`config.mk`:
```
export PLATFORM = sky130hd
export DESIGN_NAME = mem_stage
export DESIGN_NICKNAME = d
export VERILOG_FILES = /design/src/rtl/mem_stage.sv
export SDC_FILE = /design/constraint.sdc
export NUM_CORES = 1
export LEC_CHECK = 0
export CORE_UTILIZATION = 47
export DETAILED_ROUTE_END_ITERATION = 10
export PLACE_DENSITY = 0.7
export SLEW_MARGIN = 15
export SYNTH_ARGS = -nofsm -noshare
export SYNTH_HDL_FRONTEND = slang
export SYNTH_SLANG_ARGS = --single-unit
```
`constraint.sdc`:
```
create_clock -name clk -period 6.8 [get_ports clk]
set_clock_uncertainty 0.1 [all_clocks]
set_input_delay 1.02 -clock clk [delete_from_list [all_inputs] [get_ports clk]]
set_output_delay 1.02 -clock clk [all_outputs]
set_load 0.01 [all_outputs]
```
`src/rtl/mem_stage.sv`:
```
// Memory stage: 4-line direct-mapped write-back data cache, miss FSM toward
// the memory controller, and the MEM-to-WB pipeline registers.
//
//   state   | meaning
//   --------+-------------------------------------------------------------
//   S_IDLE  | serve hits; on a miss pick WBACK (dirty victim) or FILL
//   S_WBACK | victim line offered to memory, waiting for written_data_ack
//   S_FILL  | fill request outstanding, waiting for read_ready_for_dcache
module mem_stage #(
  parameter int LINES = 4
) (
  input  logic         clk,
  input  logic         reset,
  input  logic         wrt_en,
  input  logic [31:0]  alu_result,
  input  logic [31:0]  regBdata,
  input  logic [4:0]   regD,
  input  logic         WB_EN,
  input  logic         MEM_R_EN,
  input  logic         MEM_W_EN,
  input  logic         MEM_TO_REG,
  input  logic [127:0] data_from_mem,
  input  logic         read_ready_for_dcache,
  input  logic         written_data_ack,
  output logic [31:0]  alu_result_to_wb,
  output logic [31:0]  read_data_mem_to_wb,
  output logic [4:0]   regD_to_wb,
  output logic         WB_EN_TO_WB,
  output logic         MEM_TO_REG_TO_WB,
  output logic         block_pipe_data_cache,
  output logic         reqD_cache,
  output logic         reqD_cache_write,
  output logic [25:0]  reqAddrD_mem,
  output logic [25:0]  reqAddrD_write_mem,
  output logic [127:0] data_to_mem
);

  localparam int IDX_W = $clog2(LINES);
  localparam int TAG_W = 26 - IDX_W;

  typedef enum logic [1:0] {S_IDLE, S_WBACK, S_FILL} state_t;

  state_t             state_q;
  logic [LINES-1:0]   valid_q;
  logic [LINES-1:0]   dirty_q;
  logic [TAG_W-1:0]   tag_q  [LINES];
  logic [127:0]       line_q [LINES];

  logic [IDX_W-1:0]   idx;
  logic [TAG_W-1:0]   tag_in;
  logic [1:0]         word_sel;
  logic [6:0]         bit_base;
  logic               access;
  logic               is_load;
  logic               hit;
  logic               miss_idle;
  logic               blk_int;
  logic               store_commit;
  logic               fill_done;
  logic [31:0]        rd_word;
  logic               unused_addr_bits;

  assign idx       = alu_result[4 +: IDX_W];
  assign tag_in    = alu_result[29 -: TAG_W];
  assign word_sel  = alu_result[3:2];
  assign bit_base  = {word_sel, 5'b0};
  assign unused_addr_bits = ^{alu_result[31:30], alu_result[1:0]};

  assign access    = MEM_R_EN | MEM_W_EN;
  assign is_load   = MEM_R_EN & ~MEM_W_EN;
  assign hit       = access & valid_q[idx] & (tag_q[idx] == tag_in);
  assign miss_idle = (state_q == S_IDLE) & access & ~hit;
  assign blk_int   = (state_q != S_IDLE) | miss_idle;
  assign rd_word   = line_q[idx][bit_base +: 32];

  assign store_commit = (state_q == S_IDLE) & wrt_en & MEM_W_EN & hit;
  assign fill_done    = (state_q == S_FILL) & read_ready_for_dcache;

  // Gated by reset so the stall drops the moment reset is asserted.
  assign block_pipe_data_cache = reset & blk_int;

  // Line storage carries no reset; valid bits alone make it meaningful.
  always_ff @(posedge clk) begin
    if (fill_done) begin
      line_q[idx] <= data_from_mem;
    end else if (store_commit) begin
      line_q[idx][bit_base +: 32] <= regBdata;
    end
  end

  always_ff @(posedge clk or negedge reset) begin
    if (!reset) begin
      state_q            <= S_IDLE;
      valid_q            <= '0;
      dirty_q            <= '0;
      reqD_cache         <= 1'b0;
      reqD_cache_write   <= 1'b0;
      reqAddrD_mem       <= '0;
      reqAddrD_write_mem <= '0;
      data_to_mem        <= '0;
      for (int i = 0; i < LINES; i++) begin
        tag_q[i] <= '0;
      end
    end else begin
      case (state_q)
        S_IDLE: begin
          if (store_commit) begin
            dirty_q[idx] <= 1'b1;
          end
          if (miss_idle) begin
            reqD_cache   <= 1'b1;
            reqAddrD_mem <= alu_result[29:4];
            if (valid_q[idx] && dirty_q[idx]) begin
              state_q            <= S_WBACK;
              reqD_cache_write   <= 1'b1;
              reqAddrD_write_mem <= {tag_q[idx], idx};
              data_to_mem        <= line_q[idx];
            end else begin
              state_q <= S_FILL;
            end
          end
        end
        S_WBACK: begin
          if (written_data_ack) begin
            dirty_q[idx]     <= 1'b0;
            reqD_cache_write <= 1'b0;
            state_q          <= S_FILL;
          end
        end
        S_FILL: begin
          if (read_ready_for_dcache) begin
            valid_q[idx] <= 1'b1;
            dirty_q[idx] <= 1'b0;
            tag_q[idx]   <= tag_in;
            reqD_cache   <= 1'b0;
            state_q      <= S_IDLE;
          end
        end
        default: state_q <= S_IDLE;
      endcase
    end
  end

  // WB registers: bubble while stalled, hold when not enabled.
  always_ff @(posedge clk or negedge reset) begin
    if (!reset) begin
      alu_result_to_wb    <= '0;
      read_data_mem_to_wb <= '0;
      regD_to_wb          <= '0;
      WB_EN_TO_WB         <= 1'b0;
      MEM_TO_REG_TO_WB    <= 1'b0;
    end else if (blk_int) begin
      WB_EN_TO_WB      <= 1'b0;
      MEM_TO_REG_TO_WB <= 1'b0;
    end else if (wrt_en) begin
      alu_result_to_wb    <= alu_result;
      read_data_mem_to_wb <= is_load ? rd_word : 32'h0;
      regD_to_wb          <= regD;
      WB_EN_TO_WB         <= WB_EN;
      MEM_TO_REG_TO_WB    <= MEM_TO_REG;
    end
  end

endmodule

```
# Word level (Yosys, flattened, before mapping)
# Memory sizes are Yosys's and may differ from the RTL's.
# Cells that the tools add are included.
# classes
mux	166
add_sub_neg	1
n_shift	3
n_lt_le_gt_ge	4
n_eq_ne	8
bitwise_logic	148
n_reduce_logical	17
# op_table
operator	n
$mux 1	144
$or 1x1->1	130
$mux 128	1
$shift 32x9->128 const A	1
$shiftx 128x8->32	1
$shiftx 32x9->128	1
$bwmux 96	1
$mux 24	3
$bmux 24 s2	1
$demux 24 s2	1
$mux 32	1
$eq 24x24->1	1
$mux 4	3
$pmux 4 s3	1
$and 1x1->1	10
$neg 7->9	1
$reduce_and 3->1	3
$mux 2	4
$ne 2x2->1 const B	4
$or 4x4->4	2
$reduce_and 4->1	2
$reduce_bool 2->1	4
$pmux 2 s3	1
$reduce_and 2->1	3
17 further kinds	23
# word_totals
ff_bits	359
input_bits	206
out_inout_bits	254
n_memories	1
ram_bits	512
word_cells	365
# mem_list
name	words	word_bits	rd	rd_ports_with_merged_regs	wr	line_no	text
line_q	4	128	1	0	1	47	logic [127:0] line_q [LINES];

# Longest topological paths before layout
# Gate-level depths: netlist of the first run.
# logic_depth
ltp_word	11
ltp_mapped	14
mapped_depth_nobuf	8

# Worst setup path after synthesis of the first run
# No wires, ideal clock.
# synth_path
path_kind	input -> register
start	in alu_result[4]
end	mem line_q[0][100] (enable)
stages	11
required_time_ns	6.268
arrival_time_ns	4.981
setup_slack_ns	1.287
setup_time_ns	0.432
path_buffers	4
cell_sequence	buf_6 mux4_2 xor2_1 a311oi_2 nand4_1 or4_1 or3_1 buf_2 buf_6 buf_6 a21oi_1
# synth_between
elab_chain_len	11
word_cells_on_any_way	14
cone_classes	eq/ne: 1; mux: 8; bitwise: 5
# synth_rtl
element	line_no	text
start, declared	15	input logic [31:0] alu_result,
$not 2->3 (not written as such)	71	assign hit = access & valid_q[idx] & (tag_q[idx] == tag_in);
$bmux 24 s2	71	
$mux 24 (not written as such) (2 in a row)	71	
$eq 24x24->1	71	
$and 1x1->1	71	
$and 1x1->1	76	assign store_commit = (state_q == S_IDLE) & wrt_en & MEM_W_EN & hit;
$mux 1	86	end else if (store_commit) begin
$mux 1	84	if (fill_done) begin
$mux 128 (not written as such)	87	line_q[idx][bit_base +: 32] <= regBdata;
$or 1x1->1 (no line)	--	
end, declared	47	
# Several ways; a longest one is shown, not always the timed one. The select of a mux whose other input is x is not followed.

# Worst setup path in the final report of the first run
# layout_path
start	in alu_result[4]
end	out block_pipe_data_cache
# layout_between
elab_chain_len	10
word_cells_on_any_way	13
cone_classes	eq/ne: 1; mux: 5; bitwise: 7
# layout_rtl
element	line_no	text
$not 2->3 (not written as such)	71	
$bmux 24 s2	71	
$mux 24 (not written as such) (2 in a row)	71	
$eq 24x24->1	71	
$and 1x1->1 *	71	
$not 1->1 *	72	assign miss_idle = (state_q == S_IDLE) & access & ~hit;
$and 1x1->1 *	72	
$or 1x1->1 *	73	assign blk_int = (state_q != S_IDLE) | miss_idle;
$and 1x1->1 *	80	assign block_pipe_data_cache = reset & blk_int;
end, declared	30	output logic block_pipe_data_cache,
# Every way passes the cells marked *; elsewhere a longest branch is shown, timed or not. The select of a mux whose other input is x is not followed.

==> results of run 1 <==
[area by class of cell]
cell class | instances | area (um2) | area share [%]
Antenna cell | 2 | 5.00 | 0.0112
Clock buffer | 127 | 2590 | 5.79
Clock inverter | 43 | 449 | 1.01
Inverter | 20 | 76.3 | 0.171
Multi-Input combinational cell | 1097 | 11000 | 24.6
Sequential cell | 871 | 24400 | 54.6
Tap cell | 969 | 1210 | 2.72
Timing Repair Buffer | 503 | 4960 | 11.1
[state kept, by name, indices dropped and copies added, names as in the netlist, named ones only]
register / flops
MEM_TO_REG_TO_WB: 1
WB_EN_TO_WB: 1
alu_result_to_wb: 32
data_to_mem: 128
line_q: 512
read_data_mem_to_wb: 32
regD_to_wb: 5
reqAddrD_mem: 26
reqAddrD_write_mem: 26
reqD_cache: 1
reqD_cache_write: 1
state_q: 2
tag_q: 96
valid_q: 4
[metal layers]
metal  share of wire (%)  track usage (%)  routed length (um)  vias to the layer above
li1                    -                -                   -                     9043
met1                  38             34.9               38500                    11135
met2                  48             41.6               48500                     1222
met3                  11             7.07               10800                      184
met4                 3.3             9.62                3330                       12
met5               0.082                0                  83                        -
[path summary, 6_finish.rpt]
check / start / endpoint / slack (ns) / depth (start not counted)
max: alu_result[4] / block_pipe_data_cache / 1.39 / 10
min: reset / tag_q[76] / 0.24 / 1
max reg2reg: tag_q[22] / line_q[0][24] / 2.33 / 8
min reg2reg: valid_q[0] / valid_q[0] / 0.37 / 1
max in group asynchronous: reset / data_to_mem[44] / 4.96 / 2
min in group clk: valid_q[0] / valid_q[0] / 0.37 / 1
[power by group through the flow]
stage / combinational [uW] / sequential [uW] / clock [uW]
finish: 5340 / 7590 / 5000
global placement: 5260 / 7630 / 0
CTS: 5380 / 7600 / 5080
floorplan: 2440 / 7870 / 0
global route: 5650 / 7730 / 5280
detailed placement: 5360 / 7690 / 0
[cell families (layout without fill, tap and decap cells)]
family / count (synthesis) / in the layout / share of synthesized area [%]
AOI/OAI and AO/OA: 230 / 230 / 3.91
DFF: 871 / 871 / 67.9
xor gates and xnor gates: 20 / 20 / 0.488
adders and majority gates: 9 / 9 / 0.314
muxes: 498 / 498 / 21.4
and+or+nand+nor: 340 / 340 / 3.84
other: 0 / 2 / 0
buffers and inverters: 161 / 693 / 2.18
[cells in the mapped netlist, types with 12 or more instances]
| cell | count |
|---|---|
| clkbuf_1 | 73 |
| buf_6 | 16 |
| nor2_1 | 12 |
| mux4_2 | 176 |
| a21oi_1 | 18 |
| buf_2 | 35 |
| a32o_1 | 33 |
| mux2i_1 | 22 |
| nand2_1 | 290 |
| mux2_2 | 275 |
| inv_1 | 19 |
| mux2_4 | 24 |
| edfxtp_1 | 512 |
| dfrtp_1 | 359 |
| buf_1 | 15 |
| o21ai_0 | 93 |
| o21ai_1 | 64 |
[stage by stage]
step                setup slack, ns  instances  cell area (um2)
detailed placement             1.13       3460            41600
finish                         1.39       3632            44600
CTS                            1.39       3630            44600
floorplan                      1.29       2129            35900
global placement               1.19       3460            41600
global route                   1.24       3630            44600
==> run_results.csv, run 1 <==
group,metric,value,unit
clock_network,clock-root-buffer,"clkbuf_16",
sta,hold_ws,0.242,ns
sta,final_max_slew_viol_count,0,
power_and_ir_drop,fin_total_pwr,17900,uW
sta,fin_setup_tns,0,ns
global_routing,grt_max_degree,151,
global_routing,antenna_found_initial,10,
synth,postSynthAreaPerCell,16.8,um2
synth,netlist_instances,2129,
power_and_ir_drop,p_seq_share,42.3,%
global_routing,track_usage,26.3,%
synth,synth-warning-count,0,
power_and_ir_drop,powerDensity,402,nW/um2
synth,synth_area_leaders,"edfxtp_1 (43%), dfrtp_1 (25%), mux4_2 (11%)",
setup_path,path_buf_inv,3,
job,max-cap-violations,0,
cells_and_area,drive_gt1_share,26.4,%
floorplan,coreArea,74900,um2
clock_network,cts.clk_slew.worst_paths,0.06,ns
setup_path,crit_fanout,55,
floorplan,die_h,278,um
power_and_ir_drop,p_sw_share,28.6,%
setup_path,crit_slowest_cell,"clkdlybuf4s50_1",
floorplan,row_count,100,
setup_path,critPathRequiredTime,5.68,ns
hold_path,min_path_type,"in -> async",
cells_and_area,fin_nets,2799,
clock_network,cts_tree,"built",
clock_network,post_cts_buffers,0,
synth,ys_seq_elements,871,
setup_path,critPathKind,"in -> out",
cells_and_area,mostFrequentLayoutCell,"edfxtp_1",
sta,worst_pin_slew,1.18,ns
global_routing,grt_first_pass_wirelength,148,mm
run_status,status,"completed",
power_and_ir_drop,vdd_drop_max,0.236,mV
power_and_ir_drop,switchingPower,5120,uW
synth,synth_edf_count,512,
global_routing,grt_pass1_vias,22243,
sta,hold_viol_final,0,
cells_and_area,fillers,5528,
placed_design,finalWeightedCongestion,0.853,
clock_network,clock-sinks,871,
detailed_routing,vias_per_cell,5.95,
placed_design,dp_hpwl,68.9,mm
power_and_ir_drop,comb_power_share,29.8,%
synth,synth_area,35900,um2
floorplan,boundaryPins,460,
setup_path,arrival,4.29,ns
setup_path,cp_top_family,"buffers and inverters",
power_and_ir_drop,clkPwrFrac,27.9,%
cells_and_area,area_growth,24.4,%
floorplan,initial_core_util,47.9,%
sta,finalSetupViolations,0,
setup_path,cp_slowest_stage_delay,0.49,ns
synth,synthDistinctLibCells,57,
synth,synth_fp_nets,2344,
synth,ys_seq_area_share,67.9,%
power_and_ir_drop,p_leak,0.0163,uW
cells_and_area,final_cell_mix,"edfxtp_1 (512), clkdlybuf4s50_1 (455), dfrtp_1 (359)",
global_routing,gr-total-overflow,0,
sta,grt_setup_unrepaired,"false",
cells_and_area,fin_util,59.5,%
clock_network,clock_latency,0.64,ns
clock_network,cts_buffers,91,
detailed_routing,first_pass_iters,8,
sta,maxSlewHeadroom,21.3,%
clock_network,htree_levels,3,
clock_network,clk_path_buf_depth,3,
floorplan,die_area,77400,um2
setup_path,end_kind,"output port",
sta,clock.fmax,185,MHz
sta,fin_crit_sh,79.5,%
clock_network,cts_resized,0,
detailed_routing,drt-total-wl,101,mm
synth,synth_largest_area_cell,"edfxtp_1",
detailed_routing,drc,0,
synth,synthFlopType,"edfxtp_1",
synth,yosysTopAreaCellShare,42.9,%
power_and_ir_drop,p_int,12800,uW
detailed_routing,ant_nets,0,
setup_path,crit_path_start_kind,"input pin",
sta,period_minus_slack,5.41,ns
detailed_routing,num_vias,21596,
floorplan,die_w,278,um
detailed_routing,drtIter0Drc,2455,
placed_design,io_buffer_count,459,
detailed_routing,route.detailed.wl_per_inst,27.9,um
clock_network,cts_hold_buf,0,
synth,synthArstFlopShare,41.2,%
setup_path,path_cells,"buf_8 -> inv_1 -> mux2_2 -> o22ai_1 -> a211oi_1 -> nand4_1 -> o221a_2 -> nand2b_1 -> and2_1 -> clkdlybuf4s50_1",
Note: power is estimated with default switching activity, not from simulation.
==> run 2, diff against run 1 <==
- PLACE_DENSITY: 0.7 -> 0.72
- clock period: 6.8 -> 4.5 ns (I/O delays scaled with it)
==> run 2 against run 1 <==
Count of clock-buffer cells in the layout unchanged. Register-to-register slack got worse by 1.5 ns. Largest power group unchanged. Die area unchanged. Critical path type unchanged. Largest cell class unchanged.
==> run_results.csv, run 2 (synthesis gave the netlist of run 1 again) <==
group,metric,value,unit
power_and_ir_drop,powerDensity,605,nW/um2
setup_path,rrSetupSlack,0.82,ns
cells_and_area,fin_nets,2874,
global_routing,grt_first_pass_wirelength,149,mm
hold_path,hold_start,"alu_result[4]",
sta,worst_pin_slew,1.18,ns
setup_path,r2r-end,"line_q[1][29]",
power_and_ir_drop,vdd_drop_max,0.414,mV
floorplan,row_count,100,
setup_path,crit_slowest_cell,"buf_4",
power_and_ir_drop,p_leak,0.0169,uW
cells_and_area,instances_no_fill,3706,
clock_network,clk_path_buf_depth,3,
global_routing,gr-total-overflow,0,
setup_path,cp_slowest_stage_delay,0.56,ns
clock_network,cts_resized,0,
placed_design,io_buffer_count,459,
cells_and_area,largest_reg_flops,512,
sta,fin_setup_tns,0,ns
cells_and_area,area_growth,27.6,%
floorplan,initial_core_util,47.9,%
floorplan,die_area,77400,um2
sta,hold_viol_final,0,
detailed_routing,route.detailed.wl_per_inst,27.7,um
floorplan,coreArea,74900,um2
sta,final_max_slew_viol_count,0,
cells_and_area,final_cell_mix,"edfxtp_1 (512), clkdlybuf4s50_1 (455), dfrtp_1 (359)",
setup_path,path_cells,"buf_8 -> buf_4 -> o32ai_1 -> a311o_1 -> nor3_2 -> nand4_1 -> o221a_2 -> nand2b_1 -> and2_1 -> clkdlybuf4s50_1",
clock_network,cts_buffers,89,
cells_and_area,fin_util,61.1,%
hold_path,hold-path-cell-count,2,
floorplan,boundaryPins,460,
setup_path,end_kind,"output port",
setup_path,ff2ff_path_depth,8,
sta,hold_ws,0.335,ns
global_routing,track_usage,26.5,%
sta,clock.fmax,234,MHz
detailed_routing,num_vias,21863,
sta,finalSetupViolations,0,
run_status,status,"completed",
clock_network,clock_latency,0.64,ns
floorplan,die_h,278,um
cells_and_area,largestRegisters,"line_q (512), data_to_mem (128), tag_q (96)",
hold_path,min_path_type,"in -> reg",
detailed_routing,drc,0,
cells_and_area,drive_gt1_share,28.5,%
floorplan,die_w,278,um
placed_design,dp_hpwl,69.0,mm
clock_network,clock-sinks,871,
cells_and_area,top_register,"line_q",
sta,maxSlewHeadroom,21.3,%
setup_path,critPathRequiredTime,3.72,ns
detailed_routing,drt-total-wl,103,mm
detailed_routing,vias_per_cell,5.90,
detailed_routing,first_pass_iters,5,
setup_path,critPathKind,"in -> out",
global_routing,antenna_found_initial,11,
clock_network,clock-root-buffer,"clkbuf_16",
detailed_routing,drtIter0Drc,2202,
hold_path,min_to,"reqAddrD_write_mem[0]",
setup_path,arrival,3.50,ns
setup_path,cp_top_family,"buffers and inverters",
global_routing,grt_max_degree,141,
setup_path,path_buf_inv,3,
placed_design,place_inst,3536,
setup_path,crit_fanout,40,
cells_and_area,mostFrequentLayoutCell,"edfxtp_1",
clock_network,cts_tree,"built",
sta,grt_setup_unrepaired,"false",
sta,fin_crit_sh,94.9,%
setup_path,r2r-start,"tag_q[22]",
job,max-cap-violations,0,
sta,period_minus_slack,4.27,ns
clock_network,cts.clk_slew.worst_paths,0.06,ns
placed_design,finalWeightedCongestion,0.846,
global_routing,grt_pass1_vias,22641,
detailed_routing,ant_nets,0,
setup_path,crit_path_start_kind,"input pin",
clock_network,htree_levels,3,
run 2: cell types whose count changed in the layout (fill, tap and decap cells not counted), moves of 4 or more:
cell	previous run	this run
buf_12	2	36
clkbuf_16	94	98
clkinv_4	4	0
clkbuf_1	22	18
clkinvlp_4	5	1
buf_4	42	84
run 2: per-stage QoR:
stage	setup WS (ns)	area (um2)	power, uW
final	0.227	45800	27700
after global routing	0.0657	45800	28800
after CTS	0.206	45800	27900
after detailed placement	0.163	42600	19900
after global placement	0.217	42600	19700
after floorplan	-0.668	35900	15600
run 2: metal layers:
layer	track usage [%]	up-vias	share of wire, %
met2	42.0	1152	48
met4	11.1	14	4.3
met3	8.04	232	11
met1	34.0	11269	37
li1	-	9196	-
met5	0	-	0.10
run 2: worst max path at each step:
stage | startpoint | to | cells past startpoint
2_1_floorplan | alu_result[4] | line_q[0][100] | 11
3_3_place_gp | alu_result[4] | block_pipe_data_cache | 10
3_5_place_dp | alu_result[4] | line_q[2][49] | 9
4_1_cts | alu_result[4] | block_pipe_data_cache | 10
5_1_grt | alu_result[4] | block_pipe_data_cache | 10
6_report | alu_result[4] | block_pipe_data_cache | 10
run 2: what timing repair did:
item | in CTS | in global routing
endpoints found under the hold margin | 53 | 0
hold buffers | 1 | 0
setup buffers | 0 | 0
run 2: layout make-up:
class,count,area [um2]
fillers,5345,29200
flip-flops and latches,871,24400
multi-input cells,1097,11000
repair buffers,580,5960
clock buffers,127,2670
well taps,969,1210
clock inverters,40,514
inverters,20,76.3
diodes,2,5.00
run 2: power breakdown:
group          switching [uW]  internal, uW  total (uW)  leakage [uW]
logic                    3700          4660        8350       0.00640
clock network            3150          4740        7890       0.00157
registers                1000         10400       11400       0.00896
==> run 3, diff against run 2 <==
- PLACE_DENSITY: 0.72 -> not set
- PLACE_DENSITY_LB_ADDON: not set -> 0.15
==> run 3 against run 2 <==
Maximum frequency rose by 0.58%. Register-to-register slack lost 0.30 ns. Count of clock-buffer cells in the layout down 4. Worst setup slack better by 0.025 ns. Sequential power is essentially flat. Critical path type unchanged. Final cell count is 0.11% lower. Core utilization fell by 0.13 points. Total power decreased by 0.70%. Hold slack improved by 0.030 ns. Critical endpoint unchanged.
==> run_results.csv, run 3 (synthesis gave the netlist of run 1 again) <==
group,metric,value,unit
sta,setup_ws,0.252,ns
sta,worst_pin_slew,1.19,ns
placed_design,dp_slack,0.0122,ns
hold_path,min_path_type,"reg -> reg",
global_routing,use_met3,7.60,%
clock_network,clock-sinks,871,
floorplan,row_count,100,
hold_path,hold-path-cell-count,1,
cells_and_area,mostFrequentLayoutCell,"edfxtp_1",
global_routing,met1_usage,37.7,%
global_routing,grt_util_met2,42.7,%
job,max-cap-violations,0,
global_routing,grt_max_degree,186,
power_and_ir_drop,powerDensity,602,nW/um2
setup_path,end_kind,"output port",
floorplan,die_h,278,um
sta,fin_crit_sh,94.4,%
clock_network,cts_tree,"built",
cells_and_area,final_cell_mix,"edfxtp_1 (512), clkdlybuf4s50_1 (455), dfrtp_1 (359)",
sta,grt_setup_unrepaired,"false",
global_routing,antenna_found_initial,13,
setup_path,crit_fanout,28,
clock_network,clk_path_buf_depth,3,
placed_design,io_buffer_count,459,
global_routing,gr-total-overflow,0,
sta,maxSlewHeadroom,20.8,%
cells_and_area,area_growth,27.3,%
power_and_ir_drop,vdd_drop_max,0.438,mV
setup_path,r2r-start,"tag_q[22]",
global_routing,grt_busiest_layer,"met2",
global_routing,grt_pass1_vias,22355,
cells_and_area,instances_no_fill,3702,
floorplan,die_w,278,um
detailed_routing,num_vias,21784,
clock_network,cts.clk_slew.worst_paths,0.06,ns
floorplan,boundaryPins,460,
cells_and_area,final_area,45700,um2
setup_path,critPathKind,"in -> out",
clock_network,clock_latency,0.64,ns
setup_path,critPathRequiredTime,3.72,ns
placed_design,finalWeightedCongestion,0.876,
detailed_routing,ant_nets,0,
sta,hold_viol_final,0,
placed_design,place_inst,3528,
sta,clock.fmax,235,MHz
clock_network,post_cts_buffers,0,
detailed_routing,route.detailed.wl_per_inst,28.2,um
power_and_ir_drop,p_leak,0.0168,uW
global_routing,track_usage,27.3,%
hold_path,min_to,"valid_q[2]",
detailed_routing,vias_per_cell,5.88,
placed_design,dp_hpwl,72.2,mm
setup_path,r2r-end,"line_q[1][87]",
detailed_routing,drc,0,
sta,period_minus_slack,4.25,ns
cells_and_area,largest_reg_flops,512,
clock_network,cts_buffers,91,
global_routing,grt_first_pass_wirelength,153,mm
clock_network,clock-root-buffer,"clkbuf_16",
setup_path,rrSetupSlack,0.52,ns
setup_path,arrival,3.47,ns
detailed_routing,drtIter0Drc,2189,
run_status,status,"completed",
detailed_routing,first_pass_iters,5,
clock_network,htree_levels,3,
cells_and_area,fin_nets,2869,
setup_path,ff2ff_path_depth,8,
cells_and_area,largestRegisters,"line_q (512), data_to_mem (128), tag_q (96)",
placed_design,postPlaceCellArea,42500,um2
hold_path,hold_start,"valid_q[2]",
detailed_routing,drt-total-wl,104,mm
cells_and_area,fin_util,60.9,%
sta,final_max_slew_viol_count,0,
floorplan,die_area,77400,um2
sta,finalSetupViolations,0,
floorplan,coreArea,74900,um2
cells_and_area,top_register,"line_q",
setup_path,crit_path_start_kind,"input pin",
cells_and_area,drive_gt1_share,28.2,%
floorplan,initial_core_util,47.9,%
==> run 3: changes by cell type in the layout (fill, tap and decap cells not counted), moves of 2 or more <==
| cell | previous run | this run |
|---|---|---|
| buf_12 | 36 | 38 |
| buf_4 | 84 | 74 |
| clkbuf_16 | 98 | 96 |
| clkbuf_8 | 12 | 8 |
| clkinv_1 | 7 | 11 |
| clkinv_2 | 14 | 17 |
| clkinv_8 | 2 | 4 |
| clkinvlp_4 | 1 | 4 |
| inv_6 | 4 | 2 |
==> run 3: repair_timing <==
item                       in CTS  in global routing
hold buffers                    1                  0
hold endpoints to repair       58                  0
gates resized for setup         0                  0
setup endpoints to repair       0                  0
==> run 3: worst max-delay path by stage <==
stage | from | slack [ns] | to | cells past startpoint
floorplan | alu_result[4] | -0.67 | line_q[0][100] | 11
global placement | alu_result[4] | 0.09 | line_q[0][20] | 9
detailed placement | alu_result[4] | 0.01 | line_q[2][20] | 9
CTS | tag_q[19] | 0.22 | block_pipe_data_cache | 9
global route | alu_result[4] | 0.11 | block_pipe_data_cache | 10
finish | alu_result[5] | 0.25 | block_pipe_data_cache | 11
==> run 3: metal layers <==
| layer | up-vias | part of all wire [%] |
|---|---|---|
| li1 | 9194 | - |
| met1 | 11311 | 40 |
| met2 | 1088 | 48 |
| met3 | 179 | 10 |
| met4 | 12 | 2.6 |
| met5 | - | 0.061 |
==> run 3: power breakdown <==
part / internal [uW] / total, uW / switching (uW)
combinational: 4660 / 8330 / 3680
clock: 4560 / 7700 / 3140
sequential: 10400 / 11500 / 1010
==> run 3: area by class of cell <==
type / count / area, um2
diodes: 1 / 2.50
clock buffers: 123 / 2580
clock inverters: 48 / 517
fillers: 5457 / 29300
inverters: 20 / 76.3
multi-input cells: 1097 / 11000
flip-flops and latches: 871 / 24400
well taps: 969 / 1210
repair buffers: 573 / 5950
==> run 3: metrics by stage <==
| stage | TNS [ns] | power, uW | hold WS, ns |
|---|---|---|---|
| 2_1_floorplan | -256.59 | 15600 | 0.279 |
| 3_3_place_gp | 0 | 19800 | 0.344 |
| 3_5_place_dp | 0 | 20000 | 0.350 |
| 4_1_cts | 0 | 27700 | 0.330 |
| 5_1_grt | 0 | 28600 | 0.367 |
| 6_report | 0 | 27500 | 0.365 |
==> run 3: worst max-delay path, stage by stage <==
cell,delay (ns)
buf_6,0.29
buf_4,0.22
mux2_2,0.36
a221oi_1,0.37
a41oi_1,0.11
nor2_1,0.19
nand4_1,0.14
o221a_2,0.28
nand2b_1,0.17
and2_1,0.18
clkdlybuf4s50_1,0.47
